File: src/rtl/fetch_decode_if.sv
// Port bundle between the fetch/decode controller and its program counter, ROM and datapath.
interface fetch_decode_if;
  logic        boot_addr_sel;
  logic [10:0] boot_addr;
  logic [10:0] pc;
  logic [15:0] instr;
  logic        jsr;
  logic        ret;
  logic        preload;
  logic [10:0] preload_addr;
  logic [9:0]  relative_addr;
  logic [15:0] ir;
  logic        ir_valid;
  logic [10:0] ir_pc;
  logic [3:0]  err;

  modport master (
    input  boot_addr_sel, boot_addr, pc, instr,
    output jsr, ret, preload, preload_addr, relative_addr,
    output ir, ir_valid, ir_pc, err
  );

  modport slave (
    output boot_addr_sel, boot_addr, pc, instr,
    input  jsr, ret, preload, preload_addr, relative_addr,
    input  ir, ir_valid, ir_pc, err
  );
endinterface

File: src/rtl/fetch_decode.sv
// Fetch/decode controller: issues ordinary words, turns JSR/RET/JMP into counter pulses,
// tracks single-level call depth and the two-word delay slots, and keeps sticky error flags.
module fetch_decode #(
  parameter logic [10:0] BOOT_DEFAULT = 11'd0
) (
  input  logic          clock,
  input  logic          reset,
  fetch_decode_if.master bus
);

  typedef enum logic [1:0] {BOOT, FILL, RUN} state_t;

  state_t      state, state_n;
  logic [1:0]  slot, slot_n;
  logic        depth, depth_n;
  logic [10:0] pc_d;

  logic        jsr_n, ret_n, pre_n, vld_n;
  logic [10:0] pa_n, irpc_n;
  logic [9:0]  ra_n;
  logic [15:0] ir_n;
  logic [3:0]  err_n;

  logic [3:0]  op;
  logic [9:0]  rel;
  logic        is_jsr, is_ret, is_jmp, is_ctrl;

  assign op      = bus.instr[15:12];
  assign rel     = bus.instr[9:0];
  assign is_jsr  = (op == 4'hF);
  assign is_ret  = (op == 4'hE);
  assign is_jmp  = (op == 4'hD);
  assign is_ctrl = is_jsr | is_ret | is_jmp;

  always_ff @(posedge clock or posedge reset) begin
    if (reset) state <= BOOT;
    else       state <= state_n;
  end

  always_comb begin
    state_n = state;
    slot_n  = slot;
    depth_n = depth;
    jsr_n   = 1'b0;
    ret_n   = 1'b0;
    pre_n   = 1'b0;
    vld_n   = 1'b0;
    pa_n    = bus.preload_addr;
    ra_n    = bus.relative_addr;
    ir_n    = bus.ir;
    irpc_n  = bus.ir_pc;
    err_n   = bus.err;
    case (state)
      BOOT: begin
        state_n = FILL;
        pre_n   = 1'b1;
        pa_n    = bus.boot_addr_sel ? bus.boot_addr : BOOT_DEFAULT;
        slot_n  = 2'd2;
      end
      FILL: begin
        // words already in flight from before the boot preload are squashed
        if (slot != 2'd0) slot_n = slot - 2'd1;
        if (slot <= 2'd1) state_n = RUN;
      end
      RUN: begin
        if (slot != 2'd0) begin
          slot_n = slot - 2'd1;
          if (is_ctrl) err_n[3] = 1'b1;
          else begin
            vld_n  = 1'b1;
            ir_n   = bus.instr;
            irpc_n = pc_d;
          end
        end else if (is_jmp) begin
          pre_n  = 1'b1;
          pa_n   = bus.instr[10:0];
          slot_n = 2'd2;
        end else if (is_jsr) begin
          if (depth)              err_n[0] = 1'b1;
          else if (rel < 10'd2)   err_n[2] = 1'b1;
          else begin
            // counter already points two past the JSR when it samples the pulse
            jsr_n   = 1'b1;
            ra_n    = rel - 10'd2;
            depth_n = 1'b1;
            slot_n  = 2'd2;
          end
        end else if (is_ret) begin
          if (!depth) err_n[1] = 1'b1;
          else begin
            ret_n   = 1'b1;
            depth_n = 1'b0;
            slot_n  = 2'd2;
          end
        end else begin
          vld_n  = 1'b1;
          ir_n   = bus.instr;
          irpc_n = pc_d;
        end
      end
      default: state_n = BOOT;
    endcase
  end

  always_ff @(posedge clock or posedge reset) begin
    if (reset) begin
      slot              <= 2'd0;
      depth             <= 1'b0;
      pc_d              <= 11'd0;
      bus.jsr           <= 1'b0;
      bus.ret           <= 1'b0;
      bus.preload       <= 1'b0;
      bus.preload_addr  <= 11'd0;
      bus.relative_addr <= 10'd0;
      bus.ir            <= 16'd0;
      bus.ir_valid      <= 1'b0;
      bus.ir_pc         <= 11'd0;
      bus.err           <= 4'd0;
    end else begin
      slot              <= slot_n;
      depth             <= depth_n;
      pc_d              <= bus.pc;
      bus.jsr           <= jsr_n;
      bus.ret           <= ret_n;
      bus.preload       <= pre_n;
      bus.preload_addr  <= pa_n;
      bus.relative_addr <= ra_n;
      bus.ir            <= ir_n;
      bus.ir_valid      <= vld_n;
      bus.ir_pc         <= irpc_n;
      bus.err           <= err_n;
    end
  end

endmodule

File: src/flat_wrapper.sv
// flat-port wrapper written by rule: the top's interface ports become plain ports
module fetch_decode_flat 
#(
  parameter logic [10:0] BOOT_DEFAULT = 11'd0
)
  (clock, reset, bus_boot_addr_sel, bus_boot_addr, bus_pc, bus_instr, bus_jsr, bus_ret, bus_preload, bus_preload_addr, bus_relative_addr, bus_ir, bus_ir_valid, bus_ir_pc, bus_err);
  fetch_decode_if bus_i ();
  input  logic clock;
  input  logic reset;
  input wire logic [$bits(bus_i.boot_addr_sel)-1:0] bus_boot_addr_sel;
  input wire logic [$bits(bus_i.boot_addr)-1:0] bus_boot_addr;
  input wire logic [$bits(bus_i.pc)-1:0] bus_pc;
  input wire logic [$bits(bus_i.instr)-1:0] bus_instr;
  output wire logic [$bits(bus_i.jsr)-1:0] bus_jsr;
  output wire logic [$bits(bus_i.ret)-1:0] bus_ret;
  output wire logic [$bits(bus_i.preload)-1:0] bus_preload;
  output wire logic [$bits(bus_i.preload_addr)-1:0] bus_preload_addr;
  output wire logic [$bits(bus_i.relative_addr)-1:0] bus_relative_addr;
  output wire logic [$bits(bus_i.ir)-1:0] bus_ir;
  output wire logic [$bits(bus_i.ir_valid)-1:0] bus_ir_valid;
  output wire logic [$bits(bus_i.ir_pc)-1:0] bus_ir_pc;
  output wire logic [$bits(bus_i.err)-1:0] bus_err;
  assign bus_i.boot_addr_sel = bus_boot_addr_sel;
  assign bus_i.boot_addr = bus_boot_addr;
  assign bus_i.pc = bus_pc;
  assign bus_i.instr = bus_instr;
  assign bus_jsr = bus_i.jsr;
  assign bus_ret = bus_i.ret;
  assign bus_preload = bus_i.preload;
  assign bus_preload_addr = bus_i.preload_addr;
  assign bus_relative_addr = bus_i.relative_addr;
  assign bus_ir = bus_i.ir;
  assign bus_ir_valid = bus_i.ir_valid;
  assign bus_ir_pc = bus_i.ir_pc;
  assign bus_err = bus_i.err;
  fetch_decode #(.BOOT_DEFAULT(BOOT_DEFAULT)) u_core (.clock(clock), .reset(reset), .bus(bus_i));
endmodule
File: config.mk
export PLATFORM = sky130hd
export DESIGN_NAME = fetch_decode_flat
export DESIGN_NICKNAME = d
export VERILOG_FILES = /design/src/rtl/fetch_decode_if.sv /design/src/rtl/fetch_decode.sv /design/src/flat_wrapper.sv
export SDC_FILE = /design/constraint.sdc
export NUM_CORES = 1
export LEC_CHECK = 0
export ABC_AREA = 1
export CORE_AREA = 10 10 158 87
export CTS_CLUSTER_SIZE = 14
export DETAILED_ROUTE_END_ITERATION = 10
export DIE_AREA = 0 0 168 97
export PLACE_DENSITY_LB_ADDON = 0.25
export SLEW_MARGIN = 0
export SYNTH_ARGS = -nofsm -noshare
export SYNTH_HDL_FRONTEND = slang
export SYNTH_SLANG_ARGS = --single-unit
export TNS_END_PERCENT = 10
File: constraint.sdc
create_clock -name clock -period 7.15 [get_ports clock]
set_clock_uncertainty 0.05 [all_clocks]
set_input_delay 1.43 -clock clock [delete_from_list [all_inputs] [get_ports clock]]
set_output_delay 1.43 -clock clock [all_outputs]
set_load 0.01 [all_outputs]
# Word-level counts from Yosys, hierarchy flattened
# Cells that the tools add are included.
[word_totals]
regBits = 72
in_bits = 41
out_inout_bits = 56
elab_cells = 109
[op_classes]
add_sub_neg = 2
n_lt_le_gt_ge = 2
n_eq_ne = 17
muxes = 49
bitwise_logic = 8
n_reduce_logical = 15
[ops]
columns = ["op", "count"]
rows = [
  ["$mux W11", 8],
  ["$mux W16", 5],
  ["$reduce_and A6 Y1", 4],
  ["$mux W1", 23],
  ["$pmux W11 S2", 1],
  ["$mux W2", 9],
  ["$eq A4 B4 Y1 const B", 3],
  ["$pmux W2 S3", 2],
  ["$lt A10 B2 Y1 const B", 1],
  ["$ne A2 B2 Y1 const B", 5],
  ["$ne A5 B1 Y1 const B", 2],
  ["$ne A5 B5 Y1 const B", 2],
  ["$reduce_and A5 Y1", 2],
  ["$sub A10 B2 Y10 const B", 1],
  ["$ne A2 B1 Y1 const B", 3],
  ["$not A1 Y1", 6],
  ["$reduce_and A3 Y1", 2],
  ["$reduce_bool A2 Y1", 3],
  ["$reduce_and A4 Y1", 1],
  ["$reduce_bool A3 Y1", 1],
  ["$eq A2 B1 Y1 const B", 1],
  ["$eq A2 B2 Y1 const B", 1],
  ["$le A2 B1 Y1 const B", 1],
  ["$logic_not A2 Y1", 1],
  ["4 further kinds", 5],
]

# Depth between registers and ports, before layout
[depth]
word_depth = 7
mapped_depth = 12

# Worst setup path after synthesis
# No wires, ideal clock.
[synth_path]
path_kind = "in2reg"
from = "input port bus_instr[15]"
to = "register u_core.bus.ir[11]"
setup_time_ns = 0.117
arrival_time_ns = 2.202
slack_ns = 4.781
stages = 8
n_path_buf = 2
cell_sequence = "nand3_1 -> nand2_1 -> nor2_4 -> inv_2 -> buf_4 -> buf_6 -> nand2_1 -> nand2_1"
[synth_between]
elab_chain_len = 5
elab_cells_between_ends = 10
[synth_rtl]
columns = ["element", "line", "rtl"]
rows = [
  ["start: declaration", "flat_wrapper.sv:13", "input wire logic [$bits(bus_i.instr)-1:0] bus_instr;"],
  ["$eq A4 B4 Y1, on equally long branches", "fetch_decode.sv:30, fetch_decode.sv:31", ""],
  ["$or A1 B1 Y1 (2 in a row)", "fetch_decode.sv:33", "assign is_ctrl = is_jsr | is_ret | is_jmp;"],
  ["$ne A2 B2 Y1 (no line)", "--", ""],
  ["$reduce_and A5 Y1 (no line) (*)", "--", ""],
  ["end signal: assignment", "fetch_decode.sv:128", "bus.ir <= ir_n;"],
  ["end: declaration", "fetch_decode_if.sv:20", "output ir, ir_valid, ir_pc, err"],
]
# Mark *: on every way between the ends. The rest lies on a longest branch, timed or not.
# A chain may end at the register's enable or synchronous reset.

# Worst setup path in the final report
[layout_path]
from = "input port bus_instr[15]"
to = "register u_core.bus.ir[7]"
# The elaborated chain is that of the path after synthesis.

==> summary.txt <==
Synth
  – Ys async rst share: 100%
  – Compound-cell area share of the yosys netlist: 9.53%
  – Syn_area_per_cell: just over 9 sq um
  – Main synth FF type: dfrtp_1
  – Mapped Cells: approximately 340
  – Synth top area share: between 50 and 60%
  – Cell taking the most area after synthesis: dfrtp_1
  – Post-synth EDFFs: 0
  – Largest family of logic cells by synthesized area: simple AND/OR/NAND/NOR gates
  – Register area share after synthesis: about 58%
  – Adder-cell share of the synthesized area: under 10%
  – Simple-gate portion of the synthesized area: 21.8%
  – Synth Register Bits: 72
  – Post-synthesis mux area share: 0%
  – Top cells by area, synth: dfrtp_1, nand2_1, nor2_1, a21oi_1, ha_1
  – Synth unique cells: 26
  – Syn_nets: about 390
  – Mapped cell area: 0.00311 sq mm
  – Post-Synth XOR/XNOR Area: under 10%
  – Yosys warnings: 0

Route
  – Drc violations: 0
  – Vias per cell: about 4.2
  – TritonRoute pass-1 iters: 5
  – Highest routed layer: met4
  – Routed len/inst: 14.4 um
  – Metal-1 WL: ~3800 um
  – Initial drt markers: between 150 and 200
  – Routed Antenna Nets: 0
  – WL met2: around 4000 um
  – Metal3 WL: around 540 um
  – Routed vias: ~2400
  – DRT Wirelength: between 8000 and 9000 um

Setup path
  – Most used cell, CP: nand2_1
  – Worst Path Required: roughly 7.3 ns
  – Crit-path cells: clkdlybuf4s50_1, nand3_1, nand2_1, nor2_4, inv_2, nand2_1, o21ai_0
  – Worst Path Arrival: around 3.1 ns
  – CP max FO: 39
  – Slowest stage delay, CP: 0.46 ns
  – CP Class: input pin to flip-flop
  – Crit path capture type: flip-flop
  – Crit-path slowest cell: clkdlybuf4s50_1
  – Startpoint types: input pin

Power
  – Comb pwr share: between 20% and 30%
  – Internal power: 1000 uW
  – Clk network pwr share: roughly a third
  – Seq pwr share: between 30 and 40%
  – PwrDens: about 310 mW/mm^2
  – Sw Ratio: 28.6%
  – Worst IR drop on VDD: 0.0000992 V
  – Static Leak: 0.00207 uW
  – Psw: slightly above 400 uW

STA
  – Final setup viols: 0
  – Crit share post-route: approximately two fifths
  – Setup TNS: 0 ns
  – Max Transition Viols Final: 0
  – RSZ-0062 raised after global routing: false
  – Fmax: about 340 MHz
  – Final setup margin: around 4.2 ns
  – Measured slew at the worst slew-check pin: ~1.0 ns
  – Final Hold Viols: 0
  – Rel. slew slack: around a third
  – Worst hold slack: between 0.3 and 0.4 ns
  – Min Clock Period, post-route: between 2 and 3 ns

Cells and area
  – Fill cell count: ~1100
  – Synthesis-to-finish area growth: 44.1%
  – Antenna cells: 0
  – Share of layout cells above drive strength 1: between 6 and 7%
  – Nets@finish: approximately 480

Run status
  – Status: finished clean

Clock tree
  – Reg clk slew, reported paths: 0.05 ns
  – Max Root-Sink Buffers: 2
  – Post_cts resized: 0
  – Root buffer cell: clkbuf_16
  – CTS tree: done
  – Num CTS Buffers: 9
  – Setup bufs post-CTS: 0
  – CTS sink count: 72
  – Htree depth: 3
  – Clock latency on the worst-skew pair: about 0.33 ns
  – Hold_buf cts: 0

Placement
  – Hpwl dp: around 6400 um
  – Placer Congestion: approximately 0.75
  – IO Port Bufs: 96
  – Post-Place Worst Slack: 3.84 ns

Global route
  – Grt ovf: 0
  – Initial antenna violation count: 0
  – Vias in the first global route: approximately 2500
  – Overall Global Routing Usage: a little over a tenth
  – First-pass GRT wire length: about 14000 um
  – Largest net degree at the start of global routing: between 70 and 80

Job
  – Max Cap Violations: 0

Die
  – Starting Density: 28.7%
  – Die H: roughly 97 um
  – Die area: around 0.016 sq mm
  – Ports: 97
  – Core ar.: 0.0108 sq mm
  – Site row count: 27
  – Die Width: about 170 um

Worst hold path
  – Hold crit path type: flip-flop to flip-flop
[sequential cells by signal, summed over array words and instances (netlist names)]
signal                    flops
u_core.bus.relative_addr     10
u_core.bus.ir_valid           1
u_core.depth                  1
u_core.bus.ir                16
u_core.state                  2
u_core.slot                   2
u_core.bus.preload_addr      11
u_core.bus.preload            1
u_core.pc_d                  11
u_core.bus.err                4
u_core.bus.ret                1
u_core.bus.jsr                1
u_core.bus.ir_pc             11
[cells in the final DEF (no fill, tap or decap), types with 8 or more instances in the layout]
cell type,instances
clkbuf_16,9
clkdlybuf4s50_1,96
o21ai_0,17
nand2_1,106
nand3_1,11
inv_1,23
a21oi_1,24
nor2_1,39
dfrtp_1,72
ha_1,8
[final cells by class]
class / instances / area (sq um) / area share, %
Clock buffer: 13 / 260 / 5.81
Clock inverter: 3 / 40.0 / 0.893
Inverter: 25 / 93.8 / 2.09
Multi-Input combinational cell: 230 / 1140 / 25.4
Sequential cell: 72 / 1800 / 40.2
Tap cell: 145 / 181 / 4.05
Timing Repair Buffer: 97 / 968 / 21.6
[critical path, delay by kind of cell]
family                 cells  cell delay [ns]
buffers and inverters      2             0.81
and+or+nand+nor            4             0.75
AOI/OAI and AO/OA          1             0.08
[layer usage]
metal  global-route usage [%]  vias to the layer above
met3                     4.43                       10
met1                     13.2                     1114
met5                        0                        -
met2                     16.8                       53
li1                         -                     1260
met4                     3.37                        0
[cells in the mapped netlist, types with 3 or more instances]
library cell and n:
a21oi_1 24, ha_1 8, nand3_1 11, inv_1 24
clkbuf_1 4, buf_6 3, o21ai_0 17, nand2_1 106
xor2_1 6, buf_2 3, o21ai_2 6, nor2_1 39
dfrtp_1 72
[worst paths after layout]
check	start	to	slack, ns	cells after the start
worst min-delay path	u_core.pc_d[2]	u_core.bus.ir_pc[2]	0.39	2
worst max-delay path	bus_instr[15]	u_core.bus.ir[7]	4.22	7
max in group asynchronous	reset	u_core.state[0]	4.80	3
min in group asynchronous	reset	u_core.bus.relative_addr[2]	1.66	3
worst max register to register	u_core.state[0]	u_core.bus.ir[7]	4.35	7
worst min register to register	u_core.pc_d[2]	u_core.bus.ir_pc[2]	0.39	2
[cells by family after synthesis]
family / count (synthesis)
simple gates: 163
flops: 72
compound gates: 52
buf+inv: 37
fa+ha+maj: 8
xor+xnor: 7
[power groups by stage]
stage / registers, uW / logic [uW] / clock network [uW]
after floorplan: 589 / 152 / 0
after global placement: 555 / 416 / 0
after detailed placement: 557 / 418 / 0
final: 550 / 408 / 449
after global routing: 564 / 455 / 483
after CTS: 552 / 419 / 464
[stage by stage]
stage | cell area [sq um] | instances | util [%] | total power (uW)
2_1_floorplan | 3110 | 339 | - | 741
3_3_place_gp | 4180 | 569 | 38.6 | 972
3_5_place_dp | 4180 | 569 | 38.6 | 974
4_1_cts | 4480 | 585 | 41.3 | 1440
5_1_grt | 4480 | 585 | 41.3 | 1500
6_report | 4480 | 585 | 41.3 | 1410
(Power assumes the default switching activity.)
